### src/rtl/fq_meas_if.sv
// rtl/fq_meas_if.sv - result handshake bundle between the frequency meter and its consumer
interface fq_meas_if #(
    parameter int CNT_LEN = 8
) ();
    logic [CNT_LEN-1:0] meas_out;
    logic               meas_valid;
    logic               meas_ready;
    logic               meas_lost;

    modport master (
        output meas_out,
        output meas_valid,
        output meas_lost,
        input  meas_ready
    );

    modport slave (
        input  meas_out,
        input  meas_valid,
        input  meas_lost,
        output meas_ready
    );
endinterface

### src/rtl/fq_meas.sv
// rtl/fq_meas.sv - half-period meter: counts clk cycles between sig_in edges, with timeout and lock
module fq_meas #(
    parameter int CNT_LEN     = 8,
    parameter int SYNC_STAGES = 2,
    parameter int LOCK_N      = 4
) (
    input  logic          clk,
    input  logic          rst,
    input  logic          en,
    input  logic          sig_in,
    fq_meas_if.master     m,
    output logic          ovf,
    output logic          lock
);
    typedef enum logic [1:0] {IDLE, ARM, MEAS, TMO} state_t;

    localparam logic [CNT_LEN-1:0] CNT_MAX = '1;
    localparam logic [3:0]         LK_MAX  = 4'(LOCK_N - 1);

    state_t                  state_q, state_d;
    logic [SYNC_STAGES-1:0]  sync_q, sync_d;
    logic                    p_q, p_d;
    logic [CNT_LEN-1:0]      cnt_q, cnt_d;
    logic [CNT_LEN-1:0]      prev_q, prev_d;
    logic                    have_q, have_d;
    logic [3:0]              lk_q, lk_d;
    logic                    ovf_q, ovf_d;
    logic [CNT_LEN-1:0]      out_q, out_d;
    logic                    valid_q, valid_d;
    logic                    lost_q, lost_d;
    logic                    s;
    logic                    edge_det;
    logic                    capture;

    assign s        = sync_q[SYNC_STAGES-1];
    assign edge_det = s ^ p_q;

    always_comb begin
        sync_d  = {sync_q[SYNC_STAGES-2:0], sig_in};
        p_d     = s;
        state_d = state_q;
        cnt_d   = cnt_q;
        prev_d  = prev_q;
        have_d  = have_q;
        lk_d    = lk_q;
        ovf_d   = ovf_q;
        out_d   = out_q;
        valid_d = valid_q;
        lost_d  = 1'b0;
        capture = 1'b0;

        if (!en) begin
            state_d = IDLE;
            cnt_d   = '0;
            ovf_d   = 1'b0;
            lk_d    = '0;
            have_d  = 1'b0;
        end else begin
            unique case (state_q)
                IDLE: state_d = ARM;
                ARM: begin
                    if (edge_det) begin
                        cnt_d   = CNT_LEN'(1);
                        state_d = MEAS;
                    end
                end
                MEAS: begin
                    if (edge_det) begin
                        capture = 1'b1;
                        cnt_d   = CNT_LEN'(1);
                    end else if (cnt_q == CNT_MAX) begin
                        state_d = TMO;
                        ovf_d   = 1'b1;
                        lk_d    = '0;
                        have_d  = 1'b0;
                    end else begin
                        cnt_d = cnt_q + 1'b1;
                    end
                end
                TMO: begin
                    if (edge_det) begin
                        ovf_d   = 1'b0;
                        cnt_d   = CNT_LEN'(1);
                        state_d = MEAS;
                    end
                end
                default: state_d = IDLE;
            endcase
        end

        // Lock tracks runs of identical results; the first result after a restart has nothing to match.
        if (capture) begin
            have_d = 1'b1;
            prev_d = cnt_q;
            if (have_q && (cnt_q == prev_q)) begin
                lk_d = (lk_q == LK_MAX) ? lk_q : lk_q + 4'd1;
            end else begin
                lk_d = '0;
            end
        end

        if (capture) begin
            out_d   = cnt_q;
            valid_d = 1'b1;
            lost_d  = valid_q & ~m.meas_ready;
        end else if (valid_q && m.meas_ready) begin
            valid_d = 1'b0;
        end
    end

    always_ff @(posedge clk) begin
        if (rst) begin
            state_q <= IDLE;
            sync_q  <= '0;
            p_q     <= 1'b0;
            cnt_q   <= '0;
            prev_q  <= '0;
            have_q  <= 1'b0;
            lk_q    <= '0;
            ovf_q   <= 1'b0;
            out_q   <= '0;
            valid_q <= 1'b0;
            lost_q  <= 1'b0;
        end else begin
            state_q <= state_d;
            sync_q  <= sync_d;
            p_q     <= p_d;
            cnt_q   <= cnt_d;
            prev_q  <= prev_d;
            have_q  <= have_d;
            lk_q    <= lk_d;
            ovf_q   <= ovf_d;
            out_q   <= out_d;
            valid_q <= valid_d;
            lost_q  <= lost_d;
        end
    end

    assign m.meas_out   = out_q;
    assign m.meas_valid = valid_q;
    assign m.meas_lost  = lost_q;
    assign ovf          = ovf_q;
    assign lock         = (lk_q == LK_MAX);
endmodule
### src/flat_wrapper.sv
// flat-port wrapper written by rule: the top's interface ports become plain ports
module fq_meas_flat 
#(
    parameter int CNT_LEN     = 8,
    parameter int SYNC_STAGES = 2,
    parameter int LOCK_N      = 4
)
  (clk, rst, en, sig_in, ovf, lock, m_meas_out, m_meas_valid, m_meas_lost, m_meas_ready);
  fq_meas_if #(.CNT_LEN(CNT_LEN)) m_i ();
  input  logic clk;
  input  logic rst;
  input  logic en;
  input  logic sig_in;
  output logic ovf;
  output logic lock;
  output wire logic [$bits(m_i.meas_out)-1:0] m_meas_out;
  output wire logic [$bits(m_i.meas_valid)-1:0] m_meas_valid;
  output wire logic [$bits(m_i.meas_lost)-1:0] m_meas_lost;
  input wire logic [$bits(m_i.meas_ready)-1:0] m_meas_ready;
  assign m_meas_out = m_i.meas_out;
  assign m_meas_valid = m_i.meas_valid;
  assign m_meas_lost = m_i.meas_lost;
  assign m_i.meas_ready = m_meas_ready;
  fq_meas #(.CNT_LEN(CNT_LEN), .SYNC_STAGES(SYNC_STAGES), .LOCK_N(LOCK_N)) u_core (.clk(clk), .rst(rst), .en(en), .sig_in(sig_in), .m(m_i), .ovf(ovf), .lock(lock));
endmodule
### config.mk
export PLATFORM = sky130hd
export DESIGN_NAME = fq_meas_flat
export DESIGN_NICKNAME = d
export VERILOG_FILES = /design/src/rtl/fq_meas_if.sv /design/src/rtl/fq_meas.sv /design/src/flat_wrapper.sv
export SDC_FILE = /design/constraint.sdc
export NUM_CORES = 1
export LEC_CHECK = 0
export CAP_MARGIN = 20
export CORE_MARGIN = 2
export CORE_UTILIZATION = 35
export CTS_CLUSTER_DIAMETER = 200
export DETAILED_ROUTE_END_ITERATION = 7
export GPL_ROUTABILITY_DRIVEN = 1
export RECOVER_POWER = 25
export SLEW_MARGIN = 25
export SYNTH_ARGS = -nofsm -noshare
export SYNTH_HDL_FRONTEND = slang
export SYNTH_SLANG_ARGS = --single-unit
### constraint.sdc
create_clock -name clk -period 2.2 [get_ports clk]
set_input_delay 0.44 -clock clk [delete_from_list [all_inputs] [get_ports clk]]
set_output_delay 0.44 -clock clk [all_outputs]
set_load 0.01 [all_outputs]
==> results.md <==
* Worst skew pair latency at 0.28 ns
* Clock skew at 0.00467 ns
* Number of synthesized register bits at 29
* Clk root buf: clkbuf_8
* Yosys top cell by area: dfxtp_1
* Die W at 67.3 µm
* DRC viols at 0
* Count of clock tree sinks at 29
* VDD IR-drop max at 0.000281 V
* Post-Place Cells at 218
* Setup TNS at 0 ns
* Final std cells w/o fill at 225
* Area grow syn2layout at 22.0%
* Main flop type after synthesis: dfxtp_1
* Top cell type's share of synthesized area at 41.4%
* Async S/R FF share, synth at 0%
* Max Fclk at 521 MHz
* Die area at 0.00453 mm²
* Final wirelength at 3110 µm
* Synth area leaders: dfxtp_1 (41%), xor2_1 (6.2%), mux2i_1 (5.7%)
* Final Wtd Congestion at 0.900
* P per Cell Area at 594 mW/mm²
* Worst-path clk slew at 0.06 ns
* First-pass GRT wire length at 5230 µm
* Worst setup EP type: flip-flop
* Yosys warning total at 0
* Least-Margin Pin Slew at 0.669 ns
* Hold WC Path Type: flip-flop to flip-flop
* GRT busiest layer: met2
* Met2 Use GR at 23.4%
* Largest net degree at the start of global routing at 11
* Via density at 5.32
* Grt total ovfl at 0
* Met1 Use GR at 19.1%
* I/O pin count at 17
* Worst Path Arrival at 2.13 ns
* Nets at 182
* Gr usage total at 16.0%
* P_leak at 0.000718 µW
* Max-Cap Viols at 0
* GRT met3 Usage at 6.33%
* Required @ worst endpoint at 2.41 ns
* CP peak stage delay at 0.52 ns
* Sequential share of the synthesized area at 41.4%
* Vias in the first global route at 1160
* Core Region at 0.00394 mm²
* Final Cycle Share at 87.3%
* Cell with the most instances after synthesis: dfxtp_1
* Antenna Cells at 0
* Clk buf depth at 2
* CP Class: flip-flop to flip-flop
* Initial antenna violation count at 0
* Site Rows at 23
* Drt pass-1 iters at 5
* Post-synth EDFFs at 0
* WL/cell at 13.8 µm
* Final Max Slew Viols at 0
* Initial DRC count at 87
* Post-DRT Antenna Nets at 0
* CTS buffer count at 5
* Via count at 1198
* Crit-path most repeated cell: and3_1
* HPWL Detailed at 2290 µm
* # port buffers at 16
* Final setup vio count at 0
* Critical Path Fanout Max at 8
* Post-synthesis cell type count at 40
* RSZ-0062 raised after global routing: false
* Die height at 67.3 µm
* Post-Syn Area per Cell at 9.18 µm²
* Cell Chain, Critical Path: ha_1 -> and3_1 -> and3_1 -> or4_1 -> a21oi_1
* CTS tree: built
* Htree depth at 2
* Slew margin rel. at 54.9%
* Syn Nets at 160
* CP Launch Type: flip-flop
* Layout fillers at 401
* CP bufs+invs at 0
* Status: finished clean
* Final number of hold-violating endpoints at 0
* Post-Syn Area at 0.00140 mm²
* CP top delay family: simple AND/OR/NAND/NOR gates
* Post-layout min period at 1.92 ns
* Top post-synthesis cells by count: dfxtp_1 (29), nor2_1 (19), xor2_1 (10), a21oi_1 (9), nand3_1 (9)
* Layout cells sized above 1 at 8.57%
* Mapped Cells at 153
* CP max-delay cell: or4_1
* Initial Utilization at 35.6%
[final timing paths]
check             cells after the start              from  slack (ns)               end
setup / recovery                      5   u_core.cnt_q[0]        0.28   u_core.cnt_q[4]
hold / removal                        1  u_core.sync_q[0]        0.46  u_core.sync_q[1]
setup reg to reg                      5   u_core.cnt_q[0]        0.28   u_core.cnt_q[4]
hold reg to reg                       1  u_core.sync_q[0]        0.46  u_core.sync_q[1]
[per-stage QoR]
| step | power [µW] | utilization [%] | setup slack, ns | instance area (µm²) | hold slack (ns) |
|---|---|---|---|---|---|
| 2_1_floorplan | 575 | - | 0.412 | 1400 | 0.414 |
| 3_3_place_gp | 594 | 41.2 | 0.248 | 1620 | 0.435 |
| 3_5_place_dp | 595 | 41.2 | 0.192 | 1620 | 0.453 |
| 4_1_cts | 1040 | 43.5 | 0.0541 | 1710 | 0.461 |
| 5_1_grt | 1070 | 43.4 | 0.136 | 1710 | 0.497 |
| 6_report | 1020 | 43.4 | 0.279 | 1710 | 0.459 |
[metal layers]
metal / wire, µm / vias up
met2: 1370 / 27
met1: 1500 / 565
met5: 0 / -
met3: 155 / 6
met4: 79 / 0
li1: - / 600
[state kept, by name, summed over array words and instances (netlist names)]
signal               cells
u_core.m.meas_lost       1
u_core.have_q            1
u_core.state_q           2
u_core.cnt_q             8
u_core.p_q               1
u_core.lk_q              4
u_core.ovf               1
u_core.sync_q            2
u_core.m.meas_valid      1
u_core.prev_q            8
[worst reg2reg max path, stage by stage (launching register included)]
cell	delay [ns]
dfxtp_1	0.38
ha_1	0.28
and3_1	0.25
and3_1	0.28
or4_1	0.52
a21oi_1	0.15
[report_power, final]
group,total (µW),internal [µW],switching (µW),leakage [µW]
clock,434,247,187,0.0000443
combinational,47.6,19.3,28.3,0.000440
sequential,536,530,6.28,0.000234
total,1020,796,222,0.000718
[layout make-up]
class                      count  area [µm²]  share of cell area [%]
clock buffer                   7        86.3                    5.04
inverter                       2        7.51                   0.438
multi-input combinational    115         772                    45.1
sequential                    29         581                    33.9
tap                           50        62.6                    3.65
timing repair buffer          22         204                    11.9
[timing repair]
item,in CTS,in global routing
gates resized for setup,1,1
hold buffers,0,0
setup buffers,0,0
endpoints found under the setup margin,1,1
[cell families after synthesis]
family | after synthesis | share of synthesized area [%]
compound gates | 33 | 16.0
xor+xnor | 11 | 6.86
fa+ha+maj | 2 | 1.78
buf+inv | 9 | 4.01
flops | 29 | 41.4
mux | 9 | 6.51
simple gates | 60 | 23.5
[layout by cell type, fill, tap and decap left out, drive strengths merged, types with 3 or more instances in the layout]
master,Yosys,routed
a21oi,9,9
a41oi,3,3
buf,3,5
clkbuf,4,8
clkdlybuf4s50,0,14
dfxtp,29,29
mux2i,8,8
nand2,5,5
nand2b,3,3
nand3,9,9
nor2,19,19
nor2b,7,7
o211ai,5,5
o21ai,4,4
o31ai,3,3
xor2,10,10
Power figures use the tool's default switching activity.
